File: src/rtl/conv_acc_ctrl_if.sv
// Handshake/data bundle between the conv accumulator controller, its operand front end,
// the 9-input adder tree and the downstream requantization stage.
interface conv_acc_ctrl_if #(
  parameter int CIN_W = 8,
  parameter int ACC_W = 28
);
  logic                    start_i;
  logic [CIN_W-1:0]        cin_i;
  logic                    clear_i;
  logic                    src_rdy_i;
  logic                    tree_vld_o;
  logic                    tree_vld_i;
  logic signed [19:0]      tree_acc_i;
  logic signed [ACC_W-1:0] psum_o;
  logic                    psum_vld_o;
  logic                    psum_rdy_i;
  logic                    busy_o;

  // Controller side.
  modport slave (
    input  start_i, cin_i, clear_i, src_rdy_i, tree_vld_i, tree_acc_i, psum_rdy_i,
    output tree_vld_o, psum_o, psum_vld_o, busy_o
  );

  // Environment side: front end, tree and downstream consumer.
  modport master (
    output start_i, cin_i, clear_i, src_rdy_i, tree_vld_i, tree_acc_i, psum_rdy_i,
    input  tree_vld_o, psum_o, psum_vld_o, busy_o
  );
endinterface

File: src/rtl/conv_acc_ctrl.sv
// Issues one adder-tree op per input channel, accumulates the returning 20-bit sums,
// and holds the final wide signed sum on a valid/ready output until it is accepted.
module conv_acc_ctrl #(
  parameter int CIN_W    = 8,
  parameter int ACC_W    = 28,
  parameter int TREE_LAT = 4
) (
  input  logic            clk,
  input  logic            rstn,
  conv_acc_ctrl_if.slave  bus
);

  localparam int FL_W = (TREE_LAT > 1) ? $clog2(TREE_LAT) : 1;

  typedef enum logic [2:0] {
    S_IDLE,
    S_ISSUE,
    S_DRAIN,
    S_OUT,
    S_FLUSH
  } state_t;

  state_t           state_q;
  logic [CIN_W-1:0] cin_q;
  logic [CIN_W-1:0] issue_cnt_q;
  logic [CIN_W-1:0] ret_cnt_q;
  logic [FL_W-1:0]  flush_cnt_q;
  logic [ACC_W-1:0] acc_q;
  logic [ACC_W-1:0] psum_q;
  logic             psum_vld_q;

  logic [ACC_W-1:0] tree_sext;
  logic [ACC_W-1:0] acc_d;
  logic             abort;
  logic             issue;
  logic             ret;
  logic             last_issue;
  logic             last_ret;

  assign tree_sext  = {{(ACC_W-20){bus.tree_acc_i[19]}}, bus.tree_acc_i};
  assign acc_d      = acc_q + tree_sext;
  assign abort      = bus.clear_i && (state_q != S_IDLE);

  // Issue is combinational so the pop strobe lines up with the operands on the same cycle.
  assign issue      = (state_q == S_ISSUE) && bus.src_rdy_i && !bus.clear_i;
  assign ret        = ((state_q == S_ISSUE) || (state_q == S_DRAIN)) && bus.tree_vld_i;
  assign last_issue = (issue_cnt_q == (cin_q - CIN_W'(1)));
  assign last_ret   = (ret_cnt_q == (cin_q - CIN_W'(1)));

  always_ff @(posedge clk or negedge rstn) begin
    if (!rstn) begin
      state_q     <= S_IDLE;
      cin_q       <= '0;
      issue_cnt_q <= '0;
      ret_cnt_q   <= '0;
      flush_cnt_q <= '0;
      acc_q       <= '0;
      psum_q      <= '0;
      psum_vld_q  <= 1'b0;
    end else if (abort) begin
      state_q     <= S_FLUSH;
      flush_cnt_q <= '0;
      acc_q       <= '0;
      psum_vld_q  <= 1'b0;
    end else begin
      case (state_q)
        S_IDLE: begin
          if (bus.start_i && (bus.cin_i != '0)) begin
            cin_q       <= bus.cin_i;
            acc_q       <= '0;
            issue_cnt_q <= '0;
            ret_cnt_q   <= '0;
            state_q     <= S_ISSUE;
          end
        end
        S_ISSUE, S_DRAIN: begin
          if (issue) begin
            issue_cnt_q <= issue_cnt_q + CIN_W'(1);
            if (last_issue) state_q <= S_DRAIN;
          end
          // The final return outranks the ISSUE->DRAIN move; only reachable early with a zero-latency tree.
          if (ret) begin
            acc_q     <= acc_d;
            ret_cnt_q <= ret_cnt_q + CIN_W'(1);
            if (last_ret) begin
              psum_q     <= acc_d;
              psum_vld_q <= 1'b1;
              state_q    <= S_OUT;
            end
          end
        end
        S_OUT: begin
          if (bus.psum_rdy_i) begin
            psum_vld_q <= 1'b0;
            state_q    <= S_IDLE;
          end
        end
        S_FLUSH: begin
          // Let every result already inside the tree fall out before taking a new job.
          if (flush_cnt_q == FL_W'(TREE_LAT - 1)) begin
            state_q <= S_IDLE;
          end else begin
            flush_cnt_q <= flush_cnt_q + FL_W'(1);
          end
        end
        default: state_q <= S_IDLE;
      endcase
    end
  end

  assign bus.tree_vld_o = issue;
  assign bus.psum_o     = psum_q;
  assign bus.psum_vld_o = psum_vld_q;
  assign bus.busy_o     = (state_q != S_IDLE);

endmodule

File: src/flat_wrapper.sv
// flat-port wrapper written by rule: the top's interface ports become plain ports
module conv_acc_ctrl_flat 
#(
  parameter int CIN_W    = 8,
  parameter int ACC_W    = 28,
  parameter int TREE_LAT = 4
)
  (clk, rstn, bus_start_i, bus_cin_i, bus_clear_i, bus_src_rdy_i, bus_tree_vld_i, bus_tree_acc_i, bus_psum_rdy_i, bus_tree_vld_o, bus_psum_o, bus_psum_vld_o, bus_busy_o);
  conv_acc_ctrl_if #(.CIN_W(CIN_W), .ACC_W(ACC_W)) bus_i ();
  input  logic clk;
  input  logic rstn;
  input wire logic [$bits(bus_i.start_i)-1:0] bus_start_i;
  input wire logic [$bits(bus_i.cin_i)-1:0] bus_cin_i;
  input wire logic [$bits(bus_i.clear_i)-1:0] bus_clear_i;
  input wire logic [$bits(bus_i.src_rdy_i)-1:0] bus_src_rdy_i;
  input wire logic [$bits(bus_i.tree_vld_i)-1:0] bus_tree_vld_i;
  input wire logic [$bits(bus_i.tree_acc_i)-1:0] bus_tree_acc_i;
  input wire logic [$bits(bus_i.psum_rdy_i)-1:0] bus_psum_rdy_i;
  output wire logic [$bits(bus_i.tree_vld_o)-1:0] bus_tree_vld_o;
  output wire logic [$bits(bus_i.psum_o)-1:0] bus_psum_o;
  output wire logic [$bits(bus_i.psum_vld_o)-1:0] bus_psum_vld_o;
  output wire logic [$bits(bus_i.busy_o)-1:0] bus_busy_o;
  assign bus_i.start_i = bus_start_i;
  assign bus_i.cin_i = bus_cin_i;
  assign bus_i.clear_i = bus_clear_i;
  assign bus_i.src_rdy_i = bus_src_rdy_i;
  assign bus_i.tree_vld_i = bus_tree_vld_i;
  assign bus_i.tree_acc_i = bus_tree_acc_i;
  assign bus_i.psum_rdy_i = bus_psum_rdy_i;
  assign bus_tree_vld_o = bus_i.tree_vld_o;
  assign bus_psum_o = bus_i.psum_o;
  assign bus_psum_vld_o = bus_i.psum_vld_o;
  assign bus_busy_o = bus_i.busy_o;
  conv_acc_ctrl #(.CIN_W(CIN_W), .ACC_W(ACC_W), .TREE_LAT(TREE_LAT)) u_core (.clk(clk), .rstn(rstn), .bus(bus_i));
endmodule
File: config.mk
export PLATFORM = sky130hd
export DESIGN_NAME = conv_acc_ctrl_flat
export DESIGN_NICKNAME = d
export VERILOG_FILES = /design/src/rtl/conv_acc_ctrl_if.sv /design/src/rtl/conv_acc_ctrl.sv /design/src/flat_wrapper.sv
export SDC_FILE = /design/constraint.sdc
export NUM_CORES = 1
export LEC_CHECK = 0
export CAP_MARGIN = 25
export CORE_UTILIZATION = 55
export DETAILED_ROUTE_END_ITERATION = 8
export PLACE_DENSITY = 0.89
export REMOVE_ABC_BUFFERS = 1
export SYNTH_ARGS = -nofsm -noshare
export SYNTH_HDL_FRONTEND = slang
export SYNTH_SLANG_ARGS = --single-unit
File: constraint.sdc
create_clock -name clk -period 3.6 [get_ports clk]
set_clock_uncertainty 0.15 [all_clocks]
set_input_delay 0.36 -clock clk [delete_from_list [all_inputs] [get_ports clk]]
set_output_delay 0.36 -clock clk [all_outputs]
set_load 0.005 [all_outputs]
### Word level (Yosys, flattened, before mapping)

Index checks and enable logic that the tools add are counted.

| word-level totals | value |
|---|---|
| bits in registers | 86 |
| output and inout bits | 31 |

| cells by class | value |
|---|---|
| add/sub/neg operators | 5 |
| eq/ne operators | 16 |
| muxes and demuxes | 26 |
| bitwise logic cells | 1 |
| reductions and logical operators | 23 |

Operators by type and width:

| kind | number |
|---|---|
| 28-bit two-way mux | 3 |
| 28-bit one-hot mux with 2 select lines | 1 |
| 8-bit one-hot mux with 2 select lines | 2 |
| 28-bit adder | 1 |
| 3-bit two-way mux | 8 |
| 8-bit two-way mux | 3 |
| 8-bit by 1-bit adder with 8-bit output (second input constant) | 2 |
| 8-bit equality test | 2 |
| 4-bit AND reduction | 4 |
| 3-bit by 1-bit != test with 1-bit output (second input constant) | 4 |
| 3-bit one-hot mux with 4 select lines | 1 |
| 3-bit AND reduction | 3 |
| 3-bit nonzero test | 3 |
| 8-bit nonzero test | 1 |
| 8-bit by 1-bit subtractor with 8-bit output (second input constant) | 1 |
| 3-bit by 2-bit equality test with 1-bit output (second input constant) | 2 |
| 2-bit two-way mux | 3 |
| 2-bit by 1-bit != test with 1-bit output (second input constant) | 3 |
| 1-bit logical AND | 5 |
| 1-bit two-way mux | 4 |
| 2-bit nonzero test | 2 |
| 3-bit by 1-bit equality test with 1-bit output (second input constant) | 1 |
| 3-bit equality test (second input constant) | 1 |
| 3-bit logical NOT | 1 |
| 10 further kinds | 10 |

### Logic depth before layout (Yosys ltp)

Gate-level depths: netlist (run 1).

| logic depth | value |
|---|---|
| depth in word-level cells | 8 |
| depth in mapped cells | 11 |
| gate-level depth less buffers | 9 |

### Least setup slack after synthesis (run 1)

No wires, ideal clock.

| timing path | value |
|---|---|
| path kind | reg-to-reg |
| start | register u_core.cin_q[0] |
| end | register u_core.psum_q[18], in the netlist u_core.bus.psum_o[18] |
| library setup time | 125 ps |
| data arrival time | 2595 ps |
| path slack | 730 ps |
| cell stages (with the launch flop) | 11 |
| path buffers | 1 |
| clock period less this slack | 2870 ps |
| cells stage by stage | dfrtp_1 buf_2 inv_1 ha_1 nor2b_1 and3_4 or2_0 a211o_1 or4_4 nor2_4 mux2_4 |

| between the ends | value |
|---|---|
| cells in the longest elaborated chain, start to end | 3 |

RTL lines:

| what | line | RTL |
|---|---|---|
| from (decl) | conv_acc_ctrl.sv:24 | `logic [CIN_W-1:0] cin_q;` |
| from (signal assigned) | conv_acc_ctrl.sv:69 | `cin_q <= bus.cin_i;` |
| 8-bit by 1-bit subtractor with 8-bit output | conv_acc_ctrl.sv:48 | `assign last_ret = (ret_cnt_q == (cin_q - CIN_W'(1)));` |
| 8-bit equality test | conv_acc_ctrl.sv:48 |  |
| 4-bit AND reduction (no line) | - |  |
| to (signal assigned) | conv_acc_ctrl.sv:58 | `psum_q <= '0;` |
| to (signal assigned) | conv_acc_ctrl.sv:86 | `psum_q <= acc_d;` |
| to (decl) | conv_acc_ctrl.sv:29 | `logic [ACC_W-1:0] psum_q;` |

No other way between the ends.
A chain may end at the register's enable or synchronous reset.

### Final worst setup path (run 1)

| timing path | value |
|---|---|
| start | register u_core.cin_q[0] |
| end | register u_core.psum_q[22], in the netlist u_core.bus.psum_o[22] |

The elaborated chain is that of the path after synthesis.

==> results of run 1 <==
[what timing repair did]
| action | in CTS | in global routing |
|---|---|---|
| setup endpoints to repair | 0 | 0 |
| hold buffers | 0 | 1 |
| endpoints found under the hold margin | 0 | 27 |
[area by class of cell]
| type | count | area [um^2] |
|---|---|---|
| fill | 789 | 3240 |
| sequential | 86 | 2150 |
| clock inverter | 4 | 47.5 |
| clock buffer | 11 | 141 |
| multi-input combinational | 468 | 3380 |
| tap | 133 | 166 |
| timing repair buffer | 74 | 738 |
| inverter | 12 | 45.0 |
[metal layers]
metal,up-vias,track usage,share of wire
li1,2300,-,-
met1,2325,0.353,0.45
met2,177,0.430,0.49
met3,25,0.0459,0.052
met4,0,0.0786,0.015
met5,-,0,0
[registers in the layout, indices dropped and copies added, names as in the netlist]
signal and flops:
u_core.acc_q 28, u_core.bus.psum_o 28, u_core.bus.psum_vld_o 1, u_core.cin_q 8, u_core.flush_cnt_q 2, u_core.issue_cnt_q 8
u_core.ret_cnt_q 8, u_core.state_q 3
[final timing paths]
kind / start / end / slack [ps]
setup / recovery: u_core.cin_q[0] / u_core.bus.psum_o[22] / 450
hold / removal: rstn / u_core.bus.psum_o[17] / 300
setup reg to reg: u_core.cin_q[0] / u_core.bus.psum_o[22] / 450
hold reg to reg: u_core.bus.psum_o[0] / u_core.bus.psum_o[0] / 350
max in group asynchronous: rstn / u_core.issue_cnt_q[0] / 2380
min in group clk: u_core.bus.psum_o[0] / u_core.bus.psum_o[0] / 350
[cells in the final DEF (no fill, tap or decap), types with 5 or more instances in the layout]
| cell | Yosys | routed |
|---|---|---|
| ha_1 | 31 | 31 |
| inv_1 | 12 | 12 |
| a21oi_1 | 44 | 44 |
| nand4_1 | 15 | 15 |
| clkbuf_8 | 0 | 10 |
| and4_1 | 5 | 5 |
| mux2_2 | 25 | 25 |
| nand2_1 | 50 | 50 |
| o211ai_1 | 6 | 6 |
| nor2_1 | 47 | 47 |
| a22o_1 | 27 | 27 |
| nand3_1 | 14 | 14 |
| a211oi_1 | 9 | 9 |
| xor2_1 | 21 | 21 |
| o21ai_0 | 30 | 30 |
| clkdlybuf4s50_1 | 0 | 64 |
| a21o_1 | 8 | 8 |
| dfrtp_1 | 86 | 86 |
| buf_4 | 0 | 8 |
| nor3_1 | 7 | 7 |
| xnor2_1 | 34 | 34 |
[power by group through the flow]
stage          clock, W  sequential, W  combinational [W]
3_3_place_gp          0        0.00125            0.00111
5_1_grt        0.000744        0.00126            0.00129
2_1_floorplan         0        0.00121           0.000838
6_report       0.000683        0.00124            0.00117
4_1_cts        0.000693        0.00124            0.00115
3_5_place_dp          0        0.00126            0.00114
[worst max-delay path, stage by stage (launching register included)]
cell and delay, ps:
dfrtp_1 480, inv_1 120, ha_1 210, nor3b_1 380
xnor2_2 180, xnor2_1 150, a211o_1 230, or4_4 570
nor2_4 250, mux2_4 320
[logic make-up after synthesis]
logic type / share of synthesized area
AOI/OAI and AO/OA: 0.207
xor gates and xnor gates: 0.0914
adders and majority gates: 0.0716
buffers and inverters: 0.0305
DFF: 0.378
muxes: 0.0617
and+or+nand+nor: 0.160
[stage by stage]
step,setup slack [ps],cells,power (W),util,hold WS (ps)
6_report,454,788,0.00309,0.673,300
5_1_grt,270,788,0.00329,0.673,328
4_1_cts,444,786,0.00308,0.669,79.7
3_5_place_dp,159,771,0.00240,0.650,327
3_3_place_gp,263,771,0.00235,0.650,321
2_1_floorplan,544,566,0.00205,-,-85.6
==> run metrics, run 1 <==
Main synth FF type=dfrtp_1; post-route ant nets=0; relative slew slack=0.401; DR DRC count=0; final instance area=6670 um^2; worst r2r path cells=9; row count=36; power share of the clock group=0.221; Internal=~0.0019 W; DP Area=6440 um^2; Peak VDD IR=506 uV; TritonCTS Buffers=9; nets=between 700 and 800; setup tns final=0 ps; Die Ht=104 um; post-DP HPWL=just under 10000 um; Flop pwr share=0.402; Fin. Hold Viols=0; initial antenna violation count=0; CP Class=register to register; YS warnings=0; EDFF count, synth=0; sequential area share after synthesis=0.378; Crit path required time=approximately 3700 ps; Max clock buf depth=2; Critical Path End Type=register; # setup viols final=0; crit path DAT=roughly 3300 ps; initial DRC count=roughly 350; layout cell share with drive strength beyond 1=0.108; Area Overhead vs Synth=17.1%; Switch Pwr=0.00116 W; cells after synthesis=roughly 600; Slew Limit Fails=0; Unique masters post-synth=between 70 and 80; Port Buffers=65; Hold WC Path Type=input pin to asynchronous set/reset pin; final WL=13500 um; status=finished, final reports clean; Synth top cells by count=dfrtp_1 (86), nand2_1 (50), nor2_1 (47); Ant. Diodes=0; largest net degree at the start of global routing=87; Sw Share=0.374; Worst-Margin Slew=approximately 900 ps; wire length per cell=~17 um; count leader, synth=dfrtp_1; Leak=slightly below 3 nW; H-tree levels=3; Power Density=about 460 nW/um^2; DIE WIDTH=104 um; Core ar.=roughly 9900 um^2; Post-CTS Setup Inserts=0; ys async rst share=1.00; vias in the first global route=around 4700; crit-path max FO=6; drt pass-1 iters=5; worst skew pair latency=about 370 ps; root buffer cell=clkbuf_8; RSZ-0062 raised after global routing=false; Vias/cell=just over 6; Top Ports=66; Max Cap Viol=0; Logic pwr share=0.377; fmax=~0.32 GHz; synth top area cells=dfrtp_1 (38%), ha_1 (6.8%), xnor2_1 (5.2%); Tmin final=about 3100 ps; Post-Synthesis Cell Area=5700 um^2; global-route wire length before repair=22800 um; CTS tree=done; Mean Syn Cell Area=between 9 and 10 um^2; number of synthesized register bits=86; routed vias=around 4800; Remaining Overflow, GRT=0; final worst path period share=0.874; Clock transition at path regs=roughly 80 ps; Initial Utilization=0.575; TritonCTS sink count=86; die area=~11000 um^2; Total Routing Usage GR=0.261; area fraction of the dominant cell type after synthesis=0.378; post_cts resized=0; GPL Wtd Cong=just over 0.9; Synth area leader=dfrtp_1; Worst setup SP type=register
Note: power is estimated with default switching activity, not from simulation.
==> run 2: changes to the inputs <==
CELL_PAD_IN_SITES_DETAIL_PLACEMENT = 1   (was unset)
CELL_PAD_IN_SITES_GLOBAL_PLACEMENT = 1   (was unset)
CORE_UTILIZATION = 44   (was 55)
CTS_CLUSTER_DIAMETER = 60   (was unset)
PLACE_DENSITY = 0.91   (was 0.89)
==> run 2 against run 1 <==
  * Critical path depth unchanged
  * Fmax fell by 1.4%
  * Sequential share of layout area decreased by 0.79 points
  * Die area rose by 24%
  * Setup slack lost 43 ps
  * Register-to-register slack got worse by 40 ps
  * Largest cell class unchanged
  * Highest routed layer unchanged
==> run metrics, run 2 (synthesis gave the netlist of run 1 again) <==
relative slew slack=0.524 (+0.123); GPL Wtd Cong=0.924 (+0.45%); worst skew pair latency=350 ps (-20 ps); drt pass-1 iters=4 (-1); Peak VDD IR=375 uV (-26%); global-route wire length before repair=26800 um (+17%); Multi-input gate area=3380 um^2 (unchanged); Max clock buf depth=2 (unchanged); Crit path required time=3680 ps (-30 ps); Port Buffers=65 (unchanged); Total Routing Usage GR=0.256 (-0.00555); # setup viols final=0 (unchanged); status=finished, final reports clean; final WL=16000 um (+18%); sequential cell area=2150 um^2 (unchanged); largest net degree at the start of global routing=51 (-41%); DIE WIDTH=116 um (+12%); Worst-Margin Slew=714 ps (-181 ps); setup tns final=0 ps (unchanged); post-DP HPWL=11900 um (+20%); Die Ht=116 um (+12%); final worst path period share=0.886 (+0.0120); wire length per cell=19.2 um (+12%); Area Overhead vs Synth=20.1%; Core ar.=12600 um^2 (+27%); # fillers=1454 (+84%); Max Cap Viol=0 (unchanged); most frequent cells in the layout=dfrtp_1 (86), clkdlybuf4s50_1 (64), nand2_1 (50); TritonCTS sink count=86 (unchanged); Ant. Diodes=0 (unchanged); TritonCTS Buffers=9 (unchanged); crit path DAT=3270 ps (+20 ps); initial DRC count=239 (-32%); CP Class=register to register; Power Density=500 nW/um^2 (+7.9%); vias in the first global route=5326 (+14%); initial antenna violation count=0 (unchanged); Leak=2.99 nW (+2.2%); routed vias=4852 (+0.52%); post-route ant nets=0 (unchanged); Fin. Hold Viols=0 (unchanged); most common cell after layout, fill and taps aside=dfrtp_1; Clock transition at path regs=60 ps (-20 ps); H-tree levels=3 (unchanged); die area=13400 um^2 (+24%); Post-CTS Setup Inserts=0 (unchanged); crit-path max FO=6 (unchanged); final core occ=0.542 (-0.131); nets=723 (+0.70%); Slew Limit Fails=0 (unchanged); DR DRC count=0 (unchanged); Worst setup SP type=register; CTS tree=done; layout cell share with drive strength beyond 1=0.112 (+0.00389); row count=41 (+14%); Remaining Overflow, GRT=0 (unchanged); root buffer cell=clkbuf_16; RSZ-0062 raised after global routing=false; fmax=0.314 GHz (-1.4%); Vias/cell=5.84 (-4.7%); Initial Utilization=0.451 (-0.123); Top Ports=66 (unchanged); Hold WC Path Type=register to register; Critical Path End Type=register; Tmin final=3190 ps (+43.1 ps)
run 2: what timing repair did:
item / 4_1_cts / 5_1_grt
hold endpoints to repair: 48 / 0
resized for setup: 0 / 0
hold buffers: 1 / 0
run 2: through the flow:
| step | worst slack (ps) | cells | hold WS (ps) | power, W | instance area [um^2] |
|---|---|---|---|---|---|
| after CTS | 432 | 831 | 344 | 0.00344 | 6840 |
| after detailed placement | 141 | 816 | 290 | 0.00246 | 6540 |
| after floorplan | 544 | 566 | -85.6 | 0.00205 | 5570 |
| after global routing | 277 | 831 | 376 | 0.00361 | 6840 |
| after global placement | 255 | 816 | 264 | 0.00238 | 6540 |
| final | 411 | 831 | 342 | 0.00342 | 6840 |
run 2: layer usage:
layer | wire (um) | GRT usage | vias up
li1 | - | - | 2311
met4 | 225 | 0.0932 | 0
met5 | 0 | 0 | -
met3 | 681 | 0.0319 | 18
met2 | 8200 | 0.456 | 105
met1 | 6880 | 0.317 | 2418
run 2: power by group:
part           total, W  switching [W]  internal [W]  leakage, nW
clock network  0.000946       0.000377      0.000569        0.142
logic           0.00122       0.000691      0.000532         1.68
registers       0.00125       0.000174       0.00107         1.18
run 2: worst paths after layout:
path	startpoint	end	cells after the start	slack, ps
min in group asynchronous	rstn	u_core.acc_q[20]	2	430
max in group asynchronous	rstn	u_core.acc_q[0]	3	2100
hold reg to reg	u_core.bus.psum_o[0]	u_core.bus.psum_o[0]	2	340
setup reg to reg	u_core.cin_q[0]	u_core.bus.psum_o[24]	9	410
hold / removal	u_core.bus.psum_o[0]	u_core.bus.psum_o[0]	2	340
setup / recovery	u_core.cin_q[0]	u_core.bus.psum_o[24]	9	410
run 2: layout make-up:
cell class | count | area share
clock buffers | 13 | 0.0381
clock inverters | 1 | 0.00439
inverters | 12 | 0.00659
multi-input cells | 468 | 0.494
flip-flops and latches | 86 | 0.315
well taps | 172 | 0.0315
repair buffers | 79 | 0.111
run 2: worst max-delay path, cell delays in order (launching register included):
cell	delay (ps)
dfrtp_1	500
inv_1	110
ha_1	250
nor2b_1	170
and3_4	210
or2_0	240
a211o_1	310
or4_4	580
nor2_4	240
mux2_4	330
